--- src/rtl/riscv_dm_abstract_ctrl.sv ---
// Access Register abstract command sequencer: validates COMMAND writes, runs the hart
// register handshake and optional program-buffer execution, and owns busy/cmderr/regno.
module riscv_dm_abstract_ctrl #(
   parameter int XLEN           = 64,
   parameter int TIMEOUT_CYCLES = 1024
) (
   input  logic            clk_i,
   input  logic            rst_i,
   input  logic            dmactive_i,
   input  logic            cmd_valid_i,
   input  logic [31:0]     cmd_i,
   input  logic [2:0]      cmderr_clr_i,
   input  logic            data_access_i,
   input  logic            hart_halted_i,
   input  logic [XLEN-1:0] data_i,
   output logic            reg_req_o,
   output logic            reg_we_o,
   output logic [15:0]     reg_addr_o,
   output logic [XLEN-1:0] reg_wdata_o,
   input  logic            reg_ack_i,
   input  logic            reg_err_i,
   input  logic [XLEN-1:0] reg_rdata_i,
   output logic            progbuf_req_o,
   input  logic            progbuf_done_i,
   input  logic            progbuf_exc_i,
   output logic            data_wr_o,
   output logic [XLEN-1:0] data_wdata_o,
   output logic            cmd_wr_o,
   output logic [15:0]     cmd_regno_o,
   output logic            busy_o,
   output logic [2:0]      cmderr_o
);

   localparam int CW = $clog2(TIMEOUT_CYCLES + 1);

   typedef enum logic [1:0] {IDLE, XFER, PROGBUF, FIN} state_e;

   state_e            state_q, state_d;
   logic [CW-1:0]     tmo_cnt_q, tmo_cnt_d;
   logic              we_q, we_d;
   logic              size64_q, size64_d;
   logic              postinc_q, postinc_d;
   logic              postexec_q, postexec_d;
   logic [15:0]       regno_q, regno_d;
   logic [XLEN-1:0]   wdata_q, wdata_d;
   logic              data_wr_q, data_wr_d;
   logic [XLEN-1:0]   data_wdata_q, data_wdata_d;
   logic              cmd_wr_q, cmd_wr_d;
   logic [15:0]       cmd_regno_q, cmd_regno_d;
   logic [2:0]        cmderr_q, cmderr_d;

   logic [7:0]        cmdtype;
   logic [2:0]        aarsize;
   logic              transfer;
   logic              size_ok;
   logic              tmo_expire;
   logic              err_set;
   logic [2:0]        err_code;
   logic [XLEN-1:0]   rdata_fmt;
   logic [XLEN-1:0]   wdata_fmt;
   logic              unused_cmd_bit;

   assign cmdtype        = cmd_i[31:24];
   assign aarsize        = cmd_i[22:20];
   assign transfer       = cmd_i[17];
   assign unused_cmd_bit = cmd_i[23];
   assign size_ok        = (aarsize == 3'd2) || (aarsize == 3'd3 && XLEN == 64);
   assign tmo_expire     = (tmo_cnt_q == CW'(TIMEOUT_CYCLES - 1));

   // 32-bit accesses move only the low word; the upper part is zero-extended
   always_comb begin
      rdata_fmt = reg_rdata_i;
      if (!size64_q) begin
         rdata_fmt       = '0;
         rdata_fmt[31:0] = reg_rdata_i[31:0];
      end
      wdata_fmt = data_i;
      if (aarsize != 3'd3) begin
         wdata_fmt       = '0;
         wdata_fmt[31:0] = data_i[31:0];
      end
   end

   always_comb begin
      state_d      = state_q;
      tmo_cnt_d    = tmo_cnt_q + CW'(1);
      we_d         = we_q;
      size64_d     = size64_q;
      postinc_d    = postinc_q;
      postexec_d   = postexec_q;
      regno_d      = regno_q;
      wdata_d      = wdata_q;
      data_wr_d    = 1'b0;
      data_wdata_d = data_wdata_q;
      cmd_wr_d     = 1'b0;
      cmd_regno_d  = cmd_regno_q;
      err_set      = 1'b0;
      err_code     = 3'd0;

      case (state_q)
         IDLE: begin
            tmo_cnt_d = '0;
            if (cmd_valid_i && cmderr_q == 3'd0) begin
               if (cmdtype != 8'd0 || (transfer && !size_ok) ||
                   (transfer && cmd_i[15:0] > 16'h101F)) begin
                  err_set  = 1'b1;
                  err_code = 3'd2;
               end else if (!hart_halted_i) begin
                  err_set  = 1'b1;
                  err_code = 3'd4;
               end else begin
                  we_d       = cmd_i[16];
                  size64_d   = (aarsize == 3'd3);
                  postinc_d  = cmd_i[19];
                  postexec_d = cmd_i[18];
                  regno_d    = cmd_i[15:0];
                  wdata_d    = wdata_fmt;
                  state_d    = transfer ? XFER : (cmd_i[18] ? PROGBUF : FIN);
               end
            end
         end
         XFER: begin
            // an ack arriving in the expiry cycle still completes the access
            if (reg_ack_i) begin
               tmo_cnt_d = '0;
               if (reg_err_i) begin
                  err_set  = 1'b1;
                  err_code = 3'd3;
                  state_d  = IDLE;
               end else begin
                  if (!we_q) begin
                     data_wr_d    = 1'b1;
                     data_wdata_d = rdata_fmt;
                  end
                  if (postinc_q) begin
                     cmd_wr_d    = 1'b1;
                     cmd_regno_d = regno_q + 16'd1;
                  end
                  state_d = postexec_q ? PROGBUF : IDLE;
               end
            end else if (tmo_expire) begin
               err_set  = 1'b1;
               err_code = 3'd7;
               state_d  = IDLE;
            end
         end
         PROGBUF: begin
            if (progbuf_done_i) begin
               err_set  = progbuf_exc_i;
               err_code = 3'd3;
               state_d  = IDLE;
            end else if (tmo_expire) begin
               err_set  = 1'b1;
               err_code = 3'd7;
               state_d  = IDLE;
            end
         end
         default: state_d = IDLE;
      endcase

      if (state_q != IDLE && !err_set &&
          (cmd_valid_i || data_access_i || cmderr_clr_i != 3'd0)) begin
         err_set  = 1'b1;
         err_code = 3'd1;
      end

      cmderr_d = (err_set && cmderr_q == 3'd0) ? err_code : (cmderr_q & ~cmderr_clr_i);

      if (!dmactive_i) begin
         state_d      = IDLE;
         tmo_cnt_d    = '0;
         we_d         = 1'b0;
         size64_d     = 1'b0;
         postinc_d    = 1'b0;
         postexec_d   = 1'b0;
         regno_d      = '0;
         wdata_d      = '0;
         data_wr_d    = 1'b0;
         data_wdata_d = '0;
         cmd_wr_d     = 1'b0;
         cmd_regno_d  = '0;
         cmderr_d     = '0;
      end
   end

   always_ff @(posedge clk_i or posedge rst_i) begin
      if (rst_i) begin
         state_q      <= IDLE;
         tmo_cnt_q    <= '0;
         we_q         <= 1'b0;
         size64_q     <= 1'b0;
         postinc_q    <= 1'b0;
         postexec_q   <= 1'b0;
         regno_q      <= '0;
         wdata_q      <= '0;
         data_wr_q    <= 1'b0;
         data_wdata_q <= '0;
         cmd_wr_q     <= 1'b0;
         cmd_regno_q  <= '0;
         cmderr_q     <= '0;
      end else begin
         state_q      <= state_d;
         tmo_cnt_q    <= tmo_cnt_d;
         we_q         <= we_d;
         size64_q     <= size64_d;
         postinc_q    <= postinc_d;
         postexec_q   <= postexec_d;
         regno_q      <= regno_d;
         wdata_q      <= wdata_d;
         data_wr_q    <= data_wr_d;
         data_wdata_q <= data_wdata_d;
         cmd_wr_q     <= cmd_wr_d;
         cmd_regno_q  <= cmd_regno_d;
         cmderr_q     <= cmderr_d;
      end
   end

   assign busy_o        = (state_q != IDLE);
   assign reg_req_o     = (state_q == XFER);
   assign reg_we_o      = reg_req_o & we_q;
   assign reg_addr_o    = reg_req_o ? regno_q : 16'd0;
   assign reg_wdata_o   = reg_req_o ? wdata_q : '0;
   assign progbuf_req_o = (state_q == PROGBUF);
   assign data_wr_o     = data_wr_q;
   assign data_wdata_o  = data_wdata_q;
   assign cmd_wr_o      = cmd_wr_q;
   assign cmd_regno_o   = cmd_regno_q;
   assign cmderr_o      = cmderr_q;

endmodule

--- config.mk ---
export PLATFORM = sky130hd
export DESIGN_NAME = riscv_dm_abstract_ctrl
export DESIGN_NICKNAME = d
export VERILOG_FILES = /design/src/rtl/riscv_dm_abstract_ctrl.sv
export SDC_FILE = /design/constraint.sdc
export NUM_CORES = 1
export LEC_CHECK = 0
export ABC_AREA = 1
export CAP_MARGIN = 30
export CELL_PAD_IN_SITES_DETAIL_PLACEMENT = 0
export CELL_PAD_IN_SITES_GLOBAL_PLACEMENT = 1
export CORE_MARGIN = 1.5
export CORE_UTILIZATION = 29
export CTS_CLUSTER_SIZE = 24
export DETAILED_ROUTE_END_ITERATION = 6
export GPL_TIMING_DRIVEN = 0
export PLACE_DENSITY_LB_ADDON = 0.1
export SETUP_SLACK_MARGIN = 0.05
export SYNTH_ARGS = -nofsm -noshare
export SYNTH_HDL_FRONTEND = slang
export SYNTH_SLANG_ARGS = --single-unit
export TNS_END_PERCENT = 100
--- constraint.sdc ---
create_clock -name clk_i -period 6 [get_ports clk_i]
set_input_delay 0.9 -clock clk_i [delete_from_list [all_inputs] [get_ports clk_i]]
set_output_delay 0.9 -clock clk_i [all_outputs]
set_load 0.02 [all_outputs]
==> metrics <==
drc violations 0; final instance area roughly 0.013 mm^2; Final min period ~3800 ps; effective utilization at floorplan 0.2952; CP arrival about 2900 ps; Site Rows 63; GRT overflow 0; Fin. Hold Viols 0; Core Region just under 0.03 mm^2; First-pass DRT Iterations 5; Tot Pwr 2577 uW; worst r2r src state_q[1]$_DFFE_PP0P_; post-CTS setup buffer count 0; Clk Latency, worst-skew pair between 400 and 500 ps; Slew Limit Fails 0; Async SR Flop Fraction 1.000; Mapped Area ~0.0087 mm^2; Vias/cell around 4.6; hold path endpoint tmo_cnt_q[0]$_DFF_PP0_; final worst slack 2249 ps; Synth Warn # 0; Cell Pwr Density approximately 190 mW/mm^2; per-cell routed wire length approximately 17 um; diode count 0; Critical Path Sink Type primary output; critical setup path kind reg2out; pin slew with the least headroom to its limit around 780 ps; largest net degree at the start of global routing roughly 110; ratio of final minimum period to clock period 0.6252; peak supply drop around 180 uV; DP Area 0.01268 mm^2; DPL Wire Length 22.59 mm; status completed; Top FF cell, synth dfrtp_1; post-CTS sizing 0; Setup Viol. Count Final 0; cts bufs inserted 17; max-capacitance violation count 0; Min-Delay Path Depth 1; post-synth top area share 0.5205; FF-to-FF path depth 9; number of fill cells in the layout 3022; WHS around 460 ps; max_slew headroom 0.4805; worst clock skew around 14 ps; vias in the first global route 8330; fmax approximately 270 MHz; most area-consuming cells after synthesis dfrtp_1 (52%), nand3_1 (12%), o21ai_2 (7.0%), nand2_1 (6.6%), nor2_1 (5.1%); initial antenna violation count 2; CP Launch Type register; Max Root-Sink Buffers 2; Seq cells post-synth 182; min-delay worst type reg2reg; via count 8073; antenna-violating nets left 0; sequential cell area fraction in the yosys report 0.5205; Port Buffers 340; top cells by count, synth nand3_1 (202), dfrtp_1 (182), nand2_1 (155); number of flops mapped to enable cells by yosys 0; CP Data Required Time ~5100 ps; syn avg cell area 8.697 um^2; Nets about 1500; clk root buf clkbuf_16; cell taking the most area after synthesis dfrtp_1; cell chain of the critical path inv_2 -> nor2_2 -> inv_1 -> clkbuf_1 -> clkbuf_1 -> nor2_1 -> clkdlybuf4s50_1; Die ar. around 0.031 mm^2; Clock Sinks approximately 180; Die X around 180 um; Static Leak between 0.005 and 0.006 uW; beginning of the worst hold path tmo_cnt_q[0]$_DFF_PP0_; RSZ-0062 raised after global routing false; GP Congestion approximately 0.8; synthesis-to-finish area growth 51.41%; Gate Count Post-Synth ~1000; first-pass GRT wire length roughly 48 mm; CTS tree yes; CTS clk-pin slew, worst paths 70 ps; most frequent CP cell clkbuf_1; setup slack, reg-to-reg a little over 4000 ps; WL final 30.44 mm; worst-path fanout max 10; Ports approximately 340; slowest CP cell clkdlybuf4s50_1; number of distinct library cells after synthesis a little over 40; top-count cell post-synth nand3_1; syn nets 1181; CP max stage delay 600 ps; Reg-to-Reg End data_wdata_o[9]$_DFFE_PP0P_; total track usage 0.2002; DR iter-0 viols 359; H-tree Lvls 4; hold buffers post-CTS 0; share of cells above drive strength 1 0.1109; Placement Setup Slack approximately 2600 ps; worst path bufs/invs 5; chip height 176.7 um; critical path's top delay family buffers and inverters
[final cells by class]
cell class                 instances  area [um^2]  share of cell area
sequential                       182         4554              0.3438
timing repair buffer             341         3431              0.2590
multi-input combinational        640         3304              0.2494
tap                              390        488.0             0.03683
inverter                         119        454.2             0.03428
buffer                            65        444.2             0.03353
clock buffer                      19        442.9             0.03343
clock inverter                    13        128.9            0.009728
[routing by layer]
metal	global-route usage	routed length, um	part of all wire
met3	0.05885	2107	0.069
met2	0.3283	14620	0.48
met5	0	12	0.00039
met1	0.2614	13420	0.44
met4	0.04061	287	0.0094
[metrics by stage]
stage                     instances  TNS (ps)  utilization
after global routing           1769         0       0.4470
after CTS                      1769         0       0.4470
after global placement         1736   -543760       0.4265
final                          1769         0       0.4470
after floorplan                1006         0            -
after detailed placement       1737         0       0.4277
[cells in the final DEF, fill, tap and decap left out, drive strengths merged, types with 4 or more instances in the layout]
cell / netlist / final
nand3: 213 / 213
nor2: 123 / 123
nand2: 157 / 157
clkbuf: 29 / 48
xor2: 4 / 4
inv: 119 / 128
nor3b: 4 / 4
buf: 36 / 37
o21ai: 99 / 99
a21oi: 11 / 11
dfrtp: 182 / 182
nor3: 7 / 7
clkdlybuf4s50: 0 / 340
[worst max path at each step]
stage                                 startpoint                          to  cells after the start
after CTS                 state_q[0]$_DFFE_PP0P_              reg_addr_o[15]                      7
after global routing      state_q[1]$_DFFE_PP0P_              reg_wdata_o[6]                      6
final                     state_q[0]$_DFFE_PP0P_              reg_wdata_o[6]                      7
after floorplan                            rst_i  cmd_regno_o[0]$_DFFE_PP0P_                      1
after detailed placement  state_q[0]$_DFFE_PP0P_                    reg_we_o                      7
after global placement                     rst_i      regno_q[4]$_DFFE_PP0P_                      2
[sequential cells by signal, indices dropped and copies added (netlist names), 2 cells and up]
signal	cells
wdata_q	64
cmderr_o	3
regno_q	16
state_q	2
tmo_cnt_q	11
data_wdata_o	64
cmd_regno_o	16
[power breakdown]
part	switching (uW)	leakage [uW]	internal [uW]
clock	563	0.000281	566
sequential	1.05	0.00254	1230
combinational	99.1	0.00282	120
total	663	0.00565	1910
[cell families after synthesis]
group                      after synthesis  synth area share
and+or+nand+nor                        509            0.2646
buffers and inverters                  184            0.1018
DFF                                    182            0.5205
AOI/OAI and AO/OA                      123            0.1042
xor gates and xnor gates                 6          0.006006
adders and majority gates                2          0.002860
[worst reg2reg max path: cells and delay by family, from the launching register on]
kind          cells  cell delay [ps]
buf+inv           3              670
flops             1              430
simple gates      6              740
Power figures use the tool's default switching activity.
